$ cat src/rtl/tokenizer_pkg.sv
// tokenizer_pkg: shared FSM states and vocab-image constants for the tokenizer path.
package tokenizer_pkg;
  typedef enum logic [2:0] {IDLE, SKIP, EMIT, OUT, DONE} state_t;
  localparam int NULL_CHAR = 0;
  function automatic int end_addr(input int aw);
    return (1 << aw) - 1;
  endfunction
endpackage

$ cat src/rtl/token_decoder_if.sv
// token_decoder_if: request, vocab sram read port and output stream of the detokenizer.
interface token_decoder_if #(
  parameter int ADDR_WIDTH = 4,
  parameter int DATA_WIDTH = 8,
  parameter int ID_WIDTH   = 4
);
  logic                  start;
  logic [ID_WIDTH-1:0]   token_id;
  logic                  busy;
  logic                  mem_cs;
  logic [ADDR_WIDTH-1:0] mem_addr;
  logic [DATA_WIDTH-1:0] mem_rdata;
  logic                  out_valid;
  logic                  out_ready;
  logic [DATA_WIDTH-1:0] out_data;
  logic                  out_last;
  logic                  done;
  logic                  found;
  modport master(
    input  start, token_id, mem_rdata, out_ready,
    output busy, mem_cs, mem_addr, out_valid, out_data, out_last, done, found
  );
  modport slave(
    output start, token_id, mem_rdata, out_ready,
    input  busy, mem_cs, mem_addr, out_valid, out_data, out_last, done, found
  );
endinterface

$ cat src/rtl/token_decoder_vocab_reader.sv
// vocab_reader: two-phase sram read, REQ drives the strobe, CHK presents the returned byte.
module vocab_reader #(
  parameter int ADDR_WIDTH = 4,
  parameter int DATA_WIDTH = 8
) (
  input  logic                  clk,
  input  logic                  rst,
  input  logic                  go,
  input  logic [ADDR_WIDTH-1:0] addr,
  output logic                  mem_cs,
  output logic [ADDR_WIDTH-1:0] mem_addr,
  input  logic [DATA_WIDTH-1:0] mem_rdata,
  output logic [DATA_WIDTH-1:0] rd_byte,
  output logic                  byte_valid
);
  logic chk;
  always_ff @(posedge clk) begin
    if (rst) chk <= 1'b0;
    else chk <= go && !chk;
  end
  assign mem_cs     = go && !chk;
  assign mem_addr   = mem_cs ? addr : '0;
  assign byte_valid = go && chk;
  assign rd_byte    = mem_rdata;
endmodule

$ cat src/rtl/token_decoder.sv
// token_decoder: finds the token_id-th null-terminated word in the vocab sram and streams its bytes.
module token_decoder
  import tokenizer_pkg::*;
#(
  parameter int ADDR_WIDTH = 4,
  parameter int DATA_WIDTH = 8,
  parameter int ID_WIDTH   = 4
) (
  input logic           clk,
  input logic           rst,
  token_decoder_if.master bus
);
  localparam logic [ADDR_WIDTH-1:0] END = ADDR_WIDTH'(end_addr(ADDR_WIDTH));
  localparam logic [ID_WIDTH:0] CNT_MAX = '1;
  state_t state, state_n;
  logic [ID_WIDTH-1:0] id, id_n;
  logic [ADDR_WIDTH-1:0] addr, addr_n;
  logic [ID_WIDTH:0] cnt, cnt_n, cnt_inc;
  logic found, found_n, last, last_n;
  logic [DATA_WIDTH-1:0] data, data_n, rd_byte;
  logic rd_go, byte_valid, is_null, hit;
  assign rd_go = state == SKIP || state == EMIT;
  vocab_reader #(.ADDR_WIDTH(ADDR_WIDTH), .DATA_WIDTH(DATA_WIDTH)) u_reader (
    .clk(clk), .rst(rst), .go(rd_go), .addr(addr),
    .mem_cs(bus.mem_cs), .mem_addr(bus.mem_addr), .mem_rdata(bus.mem_rdata),
    .rd_byte(rd_byte), .byte_valid(byte_valid)
  );
  assign is_null = rd_byte == DATA_WIDTH'(NULL_CHAR);
  assign cnt_inc = (is_null && cnt != CNT_MAX) ? cnt + 1'b1 : cnt;
  assign hit     = is_null && cnt_inc == {1'b0, id};
  always_comb begin
    state_n = state;
    id_n    = id;
    addr_n  = addr;
    cnt_n   = cnt;
    found_n = found;
    data_n  = data;
    last_n  = last;
    case (state)
      IDLE: if (bus.start) begin
        id_n    = bus.token_id;
        addr_n  = '0;
        cnt_n   = '0;
        found_n = 1'b0;
        state_n = bus.token_id == '0 ? EMIT : SKIP;
      end
      SKIP: if (byte_valid) begin
        cnt_n = cnt_inc;
        if (addr == END) state_n = DONE;
        else begin
          addr_n  = addr + 1'b1;
          state_n = hit ? EMIT : SKIP;
        end
      end
      EMIT: if (byte_valid) begin
        data_n  = rd_byte;
        last_n  = is_null || addr == END;
        state_n = OUT;
      end
      OUT: if (bus.out_ready) begin
        found_n = last;
        addr_n  = last ? addr : addr + 1'b1;
        state_n = last ? DONE : EMIT;
      end
      DONE: state_n = IDLE;
      default: state_n = IDLE;
    endcase
  end
  always_ff @(posedge clk) begin
    if (rst) begin
      state <= IDLE;
      id    <= '0;
      addr  <= '0;
      cnt   <= '0;
      found <= 1'b0;
      data  <= '0;
      last  <= 1'b0;
    end else begin
      state <= state_n;
      id    <= id_n;
      addr  <= addr_n;
      cnt   <= cnt_n;
      found <= found_n;
      data  <= data_n;
      last  <= last_n;
    end
  end
  assign bus.busy      = state != IDLE;
  assign bus.out_valid = state == OUT;
  assign bus.out_data  = data;
  assign bus.out_last  = state == OUT && last;
  assign bus.done      = state == DONE;
  assign bus.found     = found;
endmodule

$ cat src/flat_wrapper.sv
// flat-port wrapper written by rule: the top's interface ports become plain ports
module token_decoder_flat import tokenizer_pkg::*;
#(
  parameter int ADDR_WIDTH = 4,
  parameter int DATA_WIDTH = 8,
  parameter int ID_WIDTH   = 4
)
  (clk, rst, bus_start, bus_token_id, bus_mem_rdata, bus_out_ready, bus_busy, bus_mem_cs, bus_mem_addr, bus_out_valid, bus_out_data, bus_out_last, bus_done, bus_found);
  token_decoder_if #(.ADDR_WIDTH(ADDR_WIDTH), .DATA_WIDTH(DATA_WIDTH), .ID_WIDTH(ID_WIDTH)) bus_i ();
  input logic clk;
  input logic rst;
  input wire logic [$bits(bus_i.start)-1:0] bus_start;
  input wire logic [$bits(bus_i.token_id)-1:0] bus_token_id;
  input wire logic [$bits(bus_i.mem_rdata)-1:0] bus_mem_rdata;
  input wire logic [$bits(bus_i.out_ready)-1:0] bus_out_ready;
  output wire logic [$bits(bus_i.busy)-1:0] bus_busy;
  output wire logic [$bits(bus_i.mem_cs)-1:0] bus_mem_cs;
  output wire logic [$bits(bus_i.mem_addr)-1:0] bus_mem_addr;
  output wire logic [$bits(bus_i.out_valid)-1:0] bus_out_valid;
  output wire logic [$bits(bus_i.out_data)-1:0] bus_out_data;
  output wire logic [$bits(bus_i.out_last)-1:0] bus_out_last;
  output wire logic [$bits(bus_i.done)-1:0] bus_done;
  output wire logic [$bits(bus_i.found)-1:0] bus_found;
  assign bus_i.start = bus_start;
  assign bus_i.token_id = bus_token_id;
  assign bus_i.mem_rdata = bus_mem_rdata;
  assign bus_i.out_ready = bus_out_ready;
  assign bus_busy = bus_i.busy;
  assign bus_mem_cs = bus_i.mem_cs;
  assign bus_mem_addr = bus_i.mem_addr;
  assign bus_out_valid = bus_i.out_valid;
  assign bus_out_data = bus_i.out_data;
  assign bus_out_last = bus_i.out_last;
  assign bus_done = bus_i.done;
  assign bus_found = bus_i.found;
  token_decoder #(.ADDR_WIDTH(ADDR_WIDTH), .DATA_WIDTH(DATA_WIDTH), .ID_WIDTH(ID_WIDTH)) u_core (.clk(clk), .rst(rst), .bus(bus_i));
endmodule
$ cat config.mk
export PLATFORM = sky130hd
export DESIGN_NAME = token_decoder_flat
export DESIGN_NICKNAME = d
export VERILOG_FILES = /design/src/rtl/tokenizer_pkg.sv /design/src/rtl/token_decoder_if.sv /design/src/rtl/token_decoder_vocab_reader.sv /design/src/rtl/token_decoder.sv /design/src/flat_wrapper.sv
export SDC_FILE = /design/constraint.sdc
export NUM_CORES = 1
export LEC_CHECK = 0
export CELL_PAD_IN_SITES_DETAIL_PLACEMENT = 0
export CELL_PAD_IN_SITES_GLOBAL_PLACEMENT = 2
export CORE_MARGIN = 3
export CORE_UTILIZATION = 31
export CTS_CLUSTER_DIAMETER = 120
export DETAILED_ROUTE_END_ITERATION = 12
export GPL_TIMING_DRIVEN = 0
export PLACE_DENSITY = 0.82
export SLEW_MARGIN = 20
export SYNTH_ARGS = -nofsm -noshare
export SYNTH_HDL_FRONTEND = slang
export SYNTH_SLANG_ARGS = --single-unit
$ cat constraint.sdc
create_clock -name clk -period 3.4 [get_ports clk]
set_input_delay 0.68 -clock clk [delete_from_list [all_inputs] [get_ports clk]]
set_output_delay 0.68 -clock clk [all_outputs]
set_load 0.05 [all_outputs]
---- Yosys cells after proc, flatten, opt, wreduce, memory -nomap -nowiden ----
Cells that the tools add are included.
cells by class
  eq/ne operators ......................... 13
  shift operators ......................... 0
  multiplexer cells ....................... 23
  divide/modulo/power cells ............... 0
  multipliers ............................. 0
  reduce and logical (&&, ||, !) cells .... 21
  bitwise gates (word level) .............. 0
  $lt $le $gt $ge ......................... 0
  add/sub/neg operators ................... 2
operator list
  cell                                                                      number
  4-bit two-way mux                                                         6
  3-bit two-way mux                                                         6
  5-bit two-way mux                                                         3
  3-bit case mux with 4 select lines                                        1
  4-bit case mux with 3 select lines                                        1
  5-bit case mux with 2 select lines                                        1
  8-bit zero test                                                           1
  2-bit inequality test (second input constant)                             4
  3-bit by 2-bit equality test with 1-bit output (second input constant)    2
  3-bit AND reduction                                                       2
  6-bit AND reduction                                                       1
  3-bit nonzero test                                                        2
  5-bit by 1-bit adder with 5-bit output (second input constant)            1
  5-bit by 4-bit equality test with 1-bit output                            1
  1-bit logical AND                                                         5
  5-bit inequality test (second input constant)                             1
  4-bit by 1-bit adder with 4-bit output (second input constant)            1
  4-bit equality test (second input constant)                               1
  4-bit zero test                                                           1
  2-bit two-way mux                                                         2
  2-bit by 1-bit inequality test with 1-bit output (second input constant)  2
  2-bit AND reduction                                                       2
  4-bit AND reduction                                                       1
  2-bit nonzero test                                                        2
  7 further kinds                                                           9
storage, ports and cells
  memories ................................ 0
  latch bits .............................. 0
  bits in registers ....................... 27
  bits in writable memories ............... 0
  word-level logic and storage cells ...... 67
  ROM bits ................................ 0
  output and inout port bits .............. 18
  bits of input ports ..................... 16

---- Logic depth before layout (Yosys ltp) ----
Gate-level depths: netlist of run 1.
  word-level depth ........................ 9
  depth in mapped cells ................... 7

---- Cells and area by module ----
Synthesis of run 1 repeated with hierarchy kept, for this count alone.
second synthesis, totals
  cell total of the unflattened synthesis .. 176
  area, all modules ....................... 1545.2 um^2
modules (own cells, without submodules)
  module         area an instance (um^2)  instances  seq. area each (um^2)  cells an instance
  token_decoder  1405.1                   1          520.5                  160
  vocab_reader   140.1                    1          20.0                   16

---- Worst setup path after synthesis of run 1 ----
Ideal clock, no wire load.
  path kind ............................... register to output
  start ................................... register u_core.state[1]
  end ..................................... output port bus_mem_addr[0]
  cell stages (with the launch flop) ...... 6
  buffers on the path ..................... 2
  data required time ...................... 2720 ps
  data arrival time ....................... 2468 ps
  setup slack ............................. 252 ps
  cell sequence ........................... dfxtp_1 -> clkbuf_2 -> buf_2 -> xnor2_1 -> nor3_1 -> and2_1
on the way
  cells in the longest elaborated chain, start to end .. 4
  elaborated cells on any way between the ends .. 5
  classes of those cells .................. 2 x eq/ne; 1 x mux; 2 x reduce/logical
RTL lines
  item                                                                                                                     line                              text
  from (decl)                                                                                                              token_decoder.sv:15               state_t state, state_n;
  from (signal assigned)                                                                                                   token_decoder.sv:79               state <= state_n;
  3-bit by 1-bit equality test with 1-bit output / 3-bit by 2-bit equality test with 1-bit output (equally long branches)  token_decoder.sv:22               assign rd_go = state == SKIP || state == EMIT;
  1-bit logical OR *                                                                                                       token_decoder.sv:22
  1-bit logical AND *                                                                                                      token_decoder_vocab_reader.sv:21  assign mem_cs = go && !chk;
  named net bus_mem_cs                                                                                                     flat_wrapper.sv:17                output wire logic [$bits(bus_i.mem_cs)-1:0] bus_mem_cs;
  4-bit two-way mux *                                                                                                      token_decoder_vocab_reader.sv:22  assign mem_addr = mem_cs ? addr : '0;
  to (decl)                                                                                                                flat_wrapper.sv:18                output wire logic [$bits(bus_i.mem_addr)-1:0] bus_mem_addr;
Mark *: on every way through the listed nets, which the timed path passes. The rest lies on a longest branch.

---- Worst setup path after layout of run 1 ----
  start ................................... register u_core.state[1]
  end ..................................... output port bus_mem_addr[0]
on the way
  cells in the longest elaborated chain, start to end .. 4
  elaborated cells on any way between the ends .. 5
  classes of those cells .................. 2 x eq/ne; 1 x mux; 2 x reduce/logical
RTL lines
  item                                                                                                                     line
  3-bit by 1-bit equality test with 1-bit output / 3-bit by 2-bit equality test with 1-bit output (equally long branches)  token_decoder.sv:22
  1-bit logical OR *                                                                                                       token_decoder.sv:22
  1-bit logical AND *                                                                                                      token_decoder_vocab_reader.sv:21
  4-bit two-way mux *                                                                                                      token_decoder_vocab_reader.sv:22
Every way passes the cells marked *; elsewhere a longest branch is shown, timed or not.

==> flow_metrics.tcl, run 1 <==
set metrics [dict create \
    worst_pin_slew_ps 690 \
    grt_max_degree 16 \
    post_dp_cell_area_mm2 0.00192 \
    crit_type "reg -> out" \
    setup_tns_ps 0 \
    cts.path.max_buffers 2 \
    path_clk_slew_ps 100 \
    grt_pass1_vias 1490 \
    synth-edff-count 0 \
    core_area_mm2 0.00453 \
    n_antenna_cell 0 \
    syn_area_mm2 0.00151 \
    rsz0062_at_grt "false" \
    relSlewSlack 0.528 \
    finalCriticalPeriod_ps 3190 \
    vias 1495 \
    cts.htree.levels 1 \
    finalWeightedCongestion 0.879 \
    dp_hpwl_um 3190 \
    drive_gt1_frac 0.0685 \
    grt-ovfl-total 0 \
    ys_seq_elements 27 \
    first_pass_iters 4 \
    io_pins 34 \
    synthTopCellsByArea "dfxtp_1, a21oi_1, nand2_1" \
    clk_latency_ps 280 \
    ys_types 47 \
    syn_area_per_cell_um2 8.31 \
    post_cts_buffers 0 \
    fin_nets 239 \
    placedCellCount 280 \
    yosys_warnings 0 \
    status "completed" \
    p_per_area_mw_per_mm2 347 \
    p_leak_uw 0.000666 \
    finalCritPeriodShare 0.937 \
    synthMostInstantiatedCell "dfxtp_1" \
    yosys-top-cells-count "dfxtp_1, nand2_1, a21oi_1, nor2_1, o21ai_0" \
    async_flop_share 0 \
    routed_wl_um 4090 \
    cts.sinks 27 \
    grt_use_total 0.149 \
    wl_per_cell_um 14.4 \
    synth.yosys.seq_area_share 0.357 \
    path_max_fanout 10 \
    finalSetupViolations 0 \
    viasPerCell 5.26 \
    start_util 0.334 \
    cts_buffers 3 \
    vdd_drop_max_v 0.000128 \
    dieHeight_um 75.9 \
    portBuffers 33 \
    max_cap_violations 0 \
    dieWidth_um 75.9 \
    area_growth_pct 30.3 \
    fin_cells 284 \
    slew_viol_final 0 \
    hold_viol 0 \
    min_path_type "reg -> reg" \
    finalClockSkew_ps 5.26 \
    grtUsageMet3 0.0330 \
    num_rows 24 \
    antenna_found_initial 0 \
    grt_busiest_layer "met2" \
    grt_pass1_wl_um 6590 \
    synth_ff_type "dfxtp_1" \
    root_buffer "clkbuf_8" \
    critPathRequiredTime_ps 2720 \
    ant_nets 0 \
    start_kind "flop" \
    drt_iter0_drc 92 \
    crit_path_end_kind "primary output" \
    cts_hold_buf 0 \
    max_freq_mhz 314 \
    die_area_mm2 0.00575 \
    yosysTopAreaCellShare 0.357 \
    ctsResizeCount 0 \
    postSynthCellCount 182 \
    met1_usage 0.186 \
    yosys.area.top_type "dfxtp_1" \
    final_area_mm2 0.00197 \
    synth_fp_nets 201 \
    grtUsageMet2 0.250 \
    whs_ps 459 \
    route.detailed.drc 0 \
    arrival_ps 2510 \
    cts_tree "built" \
]
-- worst max-delay path, stage by stage (launching register included) --
cell and delay (ps):
dfxtp_1 320, clkbuf_2 160, buf_2 220, xnor2_1 110
nor3_1 410, and2_1 210, clkdlybuf4s50_1 800
-- sequential cells by signal, indices dropped and copies added (netlist names) --
name and count:
u_core.cnt 5, u_core.last 1, u_core.id 4, u_core.bus.out_data 8, u_core.bus.found 1, u_core.state 3, u_core.addr 4, u_core.u_reader.chk 1
-- report_power, final --
group | leakage [uW] | internal, uW | switching, uW
combinational | 0.000422 | 66.4 | 92.3
sequential | 0.000219 | 326 | 11.8
clock | 0.0000255 | 82.3 | 105
total | 0.000666 | 475 | 209
-- metrics by stage --
stage          worst slack, ps   util  power (uW)
2_1_floorplan              252      -         446
4_1_cts                    215  0.435         693
3_5_place_dp               535  0.424         503
5_1_grt                   45.7  0.435         716
3_3_place_gp               572  0.424         500
6_report                   213  0.435         684
-- final cells by class --
type / count / area [um^2]
Buffer: 7 / 30.0
Clock buffer: 3 / 41.3
Clock inverter: 1 / 5.00
Fill cell: 445 / 2560
Inverter: 5 / 18.8
Multi-Input combinational cell: 143 / 923
Sequential cell: 27 / 541
Tap cell: 65 / 81.3
Timing Repair Buffer: 33 / 330
-- final timing paths --
kind	from	endpoint	slack (ps)	depth (start not counted)
min reg2reg	u_core.bus.out_data[6]	u_core.bus.out_data[6]	460	2
max	u_core.state[1]	bus_mem_addr[0]	210	6
max reg2reg	u_core.cnt[0]	u_core.state[1]	1030	6
min	u_core.bus.out_data[6]	u_core.bus.out_data[6]	460	2
-- routing by layer --
metal | share of wire | vias to the layer above
met5 | 0 | -
met2 | 0.46 | 56
li1 | - | 745
met1 | 0.45 | 689
met4 | 0.013 | 0
met3 | 0.073 | 5
-- cells in the final DEF, fill, tap and decap left out, types with 4 or more instances in the layout --
master,Yosys,routed
nand2b_1,7,7
nor2_1,10,10
a21oi_1,17,17
dfxtp_1,27,27
nor3_1,4,4
or3_1,5,5
o21ai_0,8,8
nor4_1,4,4
nand2_1,22,22
mux2i_1,7,7
inv_1,5,5
clkdlybuf4s50_1,0,33
and2_1,6,6
-- kinds of logic after synthesis --
group	synth area share
AO/OA/AOI/OAI	0.198
adder cells (fa/ha/maj)	0.0248
multiplexers	0.0463
AND/OR/NAND/NOR	0.313
XOR/XNOR	0.0290
buffers and inverters	0.0323
flip-flops	0.357
Note: power is estimated with default switching activity, not from simulation.
==> run 2, diff against run 1 <==
--- a/config.mk
+++ b/config.mk
@@ -11,9 +11,9 @@
 export CORE_UTILIZATION = 31
 export CTS_CLUSTER_DIAMETER = 120
 export DETAILED_ROUTE_END_ITERATION = 12
-export GPL_TIMING_DRIVEN = 0
 export PLACE_DENSITY = 0.82
 export SLEW_MARGIN = 20
 export SYNTH_ARGS = -nofsm -noshare
 export SYNTH_HDL_FRONTEND = slang
 export SYNTH_SLANG_ARGS = --single-unit
+export TNS_END_PERCENT = 30
==> run 2 against run 1 <==
Effect of this change: critical path depth down 3; worst setup slack better by 300 ps; register-to-register slack better by 110 ps; sequential cell count unchanged; wire length down 2.9%; count of clock-buffer cells in the layout up 1; final area down 0.44%; global-route usage down 0.082 points; final cell count down 1.4%; hold slack worse by 2.7 ps; total power about the same; utilization down 0.19 points.
==> flow_metrics.tcl, run 2 (synthesis results as in run 1) <==
set metrics [dict create \
    dieHeight_um 75.9 \
    path_max_fanout 14 \
    crit_path_end_kind "primary output" \
    register_area_um2 541 \
    dieWidth_um 75.9 \
    comb_power_share 0.237 \
    crit_type "reg -> out" \
    setup_tns_ps 0 \
    grt-ovfl-total 0 \
    post_dp_cell_area_mm2 0.00192 \
    n_antenna_cell 0 \
    cts.sinks 27 \
    slowest_delay_ps 800 \
    start_kind "flop" \
    grtUsageMet3 0.0449 \
    grt_busiest_layer "met2" \
    final_common_cell "clkdlybuf4s50_1" \
    finalClockSkew_ps 4.36 \
    r2r-end "u_core.state[1]" \
    multi_input_area_um2 923 \
    finalCritPeriodShare 0.850 \
    finalSetupViolations 0 \
    met1_usage 0.187 \
    finalCriticalPeriod_ps 2890 \
    viasPerCell 5.27 \
    path_buf_inv 1 \
    cts_hold_buf 0 \
    cts_tree "built" \
    wl_per_cell_um 14.2 \
    root_buffer "clkbuf_8" \
    worst_pin_slew_ps 731 \
    ant_nets 0 \
    num_rows 24 \
    core_area_mm2 0.00453 \
    whs_path_depth 2 \
    area_growth_pct 29.7 \
    r2r-start "u_core.cnt[0]" \
    critPathRequiredTime_ps 2720 \
    path_clk_slew_ps 90 \
    cts.htree.levels 1 \
    max_freq_mhz 346 \
    slew_viol_final 0 \
    ff2ff_path_depth 6 \
    route.detailed.drc 0 \
    grtUsageMet2 0.255 \
    min_delay_worst_endpoint "u_core.bus.out_data[6]" \
    relSlewSlack 0.500 \
    portBuffers 33 \
    min_path_type "reg -> reg" \
    ctsResizeCount 0 \
    largest_reg_flops 8 \
    antenna_found_initial 0 \
    vias 1476 \
    rsz0062_at_grt "false" \
    grt_pass1_vias 1440 \
    mostFrequentLayoutCells "clkdlybuf4s50_1, dfxtp_1, nand2_1" \
    fin_nets 235 \
    drive_gt1_frac 0.0651 \
    nFillCells 441 \
    crit_family "buffers and inverters" \
    pwr-share-clk 0.270 \
    arrival_ps 2210 \
    sw_frac_of_total 0.301 \
    seqPwrFrac 0.493 \
    cts_buffers 3 \
    path_cells "nor3_1, and2_1, clkdlybuf4s50_1" \
    final_core_util 0.433 \
    hold_viol 0 \
    grt_use_total 0.148 \
    drt_iter0_drc 88 \
    p_leak_uw 0.000660 \
    p_switching_uw 206 \
    p_int_uw 478 \
    worstHoldStart "u_core.bus.out_data[6]" \
    first_pass_iters 4 \
    die_area_mm2 0.00575 \
    grt_pass1_wl_um 6620 \
    vdd_drop_max_v 0.000194 \
    start_util 0.334 \
    whs_ps 457 \
    post_cts_buffers 0 \
    routed_wl_um 3970 \
    ff2ff_setup_slack_ps 1140 \
    final_area_mm2 0.00196 \
    crit_slowest_cell "clkdlybuf4s50_1" \
    io_pins 34 \
    cts.path.max_buffers 2 \
    finalWeightedCongestion 0.828 \
    status "completed" \
    p_per_area_mw_per_mm2 349 \
    max_cap_violations 0 \
    grt_max_degree 22 \
    clk_latency_ps 270 \
    dp_hpwl_um 3080 \
]
==> run 2: stage by stage <==
stage	power, uW	setup slack, ps	instances
6_report	684	511	280
5_1_grt	723	369	280
4_1_cts	695	463	280
3_5_place_dp	506	771	276
3_3_place_gp	503	806	276
2_1_floorplan	446	252	182
==> run 2: metal layers <==
layer	part of all wire	wire length, um
met3	0.064	255
met4	0.0035	14
met2	0.46	1840
met5	0	0
met1	0.47	1860
==> run 2: worst min-delay path, delay by kind of cell, from the launching register on <==
kind / cells / cell delay [ps]
flip-flops: 1 / 320
AND/OR/NAND/NOR: 1 / 50
AO/OA/AOI/OAI: 1 / 50
==> run 2: power groups by stage <==
stage                     Clock (uW)  Sequential, uW  Combinational [uW]
after detailed placement           0             344                 162
after floorplan                    0             342                 104
after global placement             0             343                 160
after CTS                        196             337                 162
after global routing             208             339                 177
final                            184             337                 162
==> run 2: cell type report <==
class	instances	share of cell area
Timing Repair Buffer	36	0.180
Tap cell	65	0.0415
Clock buffer	4	0.0230
Multi-Input combinational cell	143	0.471
Sequential cell	27	0.276
Inverter	5	0.00957
==> run 2: worst max path at each step <==
stage                               start               to  slack, ps  cells past startpoint
final                     u_core.state[2]  bus_mem_addr[1]        510                      3
after global routing      u_core.state[2]  bus_mem_addr[0]        370                      3
after global placement    u_core.state[2]  bus_mem_addr[1]        810                      3
after CTS                 u_core.state[2]  bus_mem_addr[0]        460                      3
after floorplan           u_core.state[1]  bus_mem_addr[0]        250                      5
after detailed placement  u_core.state[2]  bus_mem_addr[0]        770                      3
==> run 3, diff against run 2 <==
--- a/config.mk
+++ b/config.mk
@@ -8,10 +8,10 @@
 export CELL_PAD_IN_SITES_DETAIL_PLACEMENT = 0
 export CELL_PAD_IN_SITES_GLOBAL_PLACEMENT = 2
 export CORE_MARGIN = 3
-export CORE_UTILIZATION = 31
+export CORE_UTILIZATION = 29
 export CTS_CLUSTER_DIAMETER = 120
 export DETAILED_ROUTE_END_ITERATION = 12
-export PLACE_DENSITY = 0.82
+export PLACE_DENSITY = 0.77
 export SLEW_MARGIN = 20
 export SYNTH_ARGS = -nofsm -noshare
 export SYNTH_HDL_FRONTEND = slang
==> constraint.sdc (replaced) <==
create_clock -name clk -period 3 [get_ports clk]
set_input_delay 0.6 -clock clk [delete_from_list [all_inputs] [get_ports clk]]
set_output_delay 0.6 -clock clk [all_outputs]
set_load 0.05 [all_outputs]
==> run 3 against run 2 <==
Effect of this change: sequential share of layout area fell by 0.23 points; die area rose by 6.3%; wire length rose by 0.91%; clock power rose by 15%; first-iteration DRC count fell by 51%; critical path type unchanged.
==> flow_metrics.tcl, run 3 (synthesis results as in run 1) <==
set metrics [dict create \
    status "completed" \
    p_int_uw 542 \
    largest_reg_flops 8 \
    cts_tree "built" \
    whs_ps 460 \
    antenna_found_initial 0 \
    mostFrequentLayoutCells "clkdlybuf4s50_1, dfxtp_1, nand2_1" \
    ctsResizeCount 0 \
    sw_frac_of_total 0.304 \
    ant_nets 0 \
    crit_slowest_cell "clkdlybuf4s50_1" \
    max_cap_violations 0 \
    min_path_type "reg -> reg" \
    area_growth_pct 30.8 \
    crit_type "reg -> out" \
    finalCritPeriodShare 0.896 \
    finalSetupViolations 0 \
    fin_nets 236 \
    hold_viol 0 \
    cts.path.max_buffers 2 \
    slew_viol_final 0 \
    vias 1454 \
    crit_path_end_kind "primary output" \
    wl_per_cell_um 14.1 \
    slowest_delay_ps 800 \
    arrival_ps 2090 \
    grt_pass1_wl_um 6810 \
    route.detailed.drc 0 \
    viasPerCell 5.14 \
    path_cells "xnor2_1, nor3_2, and2_1, clkdlybuf4s50_1" \
    clk_latency_ps 270 \
    routed_wl_um 4000 \
    finalClockSkew_ps 3.08 \
    n_antenna_cell 0 \
    crit_family "buffers and inverters" \
    dp_hpwl_um 3140 \
    final_core_util 0.405 \
    seqPwrFrac 0.494 \
    grt_use_total 0.138 \
    path_max_fanout 5 \
    finalCriticalPeriod_ps 2690 \
    p_total_uw 779 \
    finalWeightedCongestion 0.760 \
    portBuffers 33 \
    cts_hold_buf 0 \
    rsz0062_at_grt "false" \
    drive_gt1_frac 0.0787 \
    cts.htree.levels 1 \
    vdd_drop_max_v 0.000169 \
    first_pass_iters 4 \
    grt_pass1_vias 1437 \
    p_leak_uw 0.000670 \
    p_switching_uw 237 \
    critPathRequiredTime_ps 2400 \
    start_util 0.310 \
    dieWidth_um 78.2 \
    grt_max_degree 22 \
    die_area_mm2 0.00612 \
    cts_buffers 3 \
    io_pins 34 \
    relSlewSlack 0.456 \
    grt-ovfl-total 0 \
    setup_tns_ps 0 \
    drt_iter0_drc 43 \
    start_kind "flop" \
    worst_pin_slew_ps 795 \
    path_clk_slew_ps 100 \
    core_area_mm2 0.00488 \
    cts.sinks 27 \
    dieHeight_um 78.2 \
    path_buf_inv 1 \
    max_freq_mhz 372 \
    pwr-share-clk 0.271 \
    post_cts_buffers 0 \
    final_common_cell "clkdlybuf4s50_1" \
    p_per_area_mw_per_mm2 394 \
    root_buffer "clkbuf_8" \
    num_rows 25 \
    comb_power_share 0.235 \
]
run 3: per-layer routing:
metal | GRT usage | share of wire
met3 | 0.0264 | 0.050
met2 | 0.230 | 0.45
met1 | 0.181 | 0.49
met5 | 0 | 0
met4 | 0.0367 | 0.010
run 3: tightest hold or removal path: stages (launching register included):
cell	delay [ps]
dfxtp_1	320
nand2_1	50
a21oi_1	50
run 3: worst paths after layout:
path / from / slack, ps / cells past startpoint / end
max: u_core.state[0] / 310 / 4 / bus_mem_addr[3]
min reg2reg: u_core.bus.out_data[7] / 460 / 2 / u_core.bus.out_data[7]
max reg2reg: u_core.cnt[0] / 690 / 6 / u_core.state[1]
min: u_core.bus.out_data[7] / 460 / 2 / u_core.bus.out_data[7]
run 3: power by group through the flow:
stage	logic [uW]	clock network (uW)	registers [uW]
2_1_floorplan	119	0	388
3_3_place_gp	183	0	392
3_5_place_dp	184	0	393
4_1_cts	185	220	385
5_1_grt	200	237	387
6_report	183	211	384
run 3: area by class of cell:
cell class / count / area (um^2)
fillers: 513 / 2900
multi-input cells: 143 / 928
inverters: 5 / 18.8
repair buffers: 37 / 360
well taps: 67 / 83.8
clock inverters: 1 / 5.00
flip-flops and latches: 27 / 541
clock buffers: 3 / 41.3
run 3: through the flow:
step	setup WS, ps	std cells	area [um^2]
3_5_place_dp	419	279	1930
6_report	311	283	1980
3_3_place_gp	461	279	1930
2_1_floorplan	444	182	1520
4_1_cts	258	283	1980
5_1_grt	125	283	1980
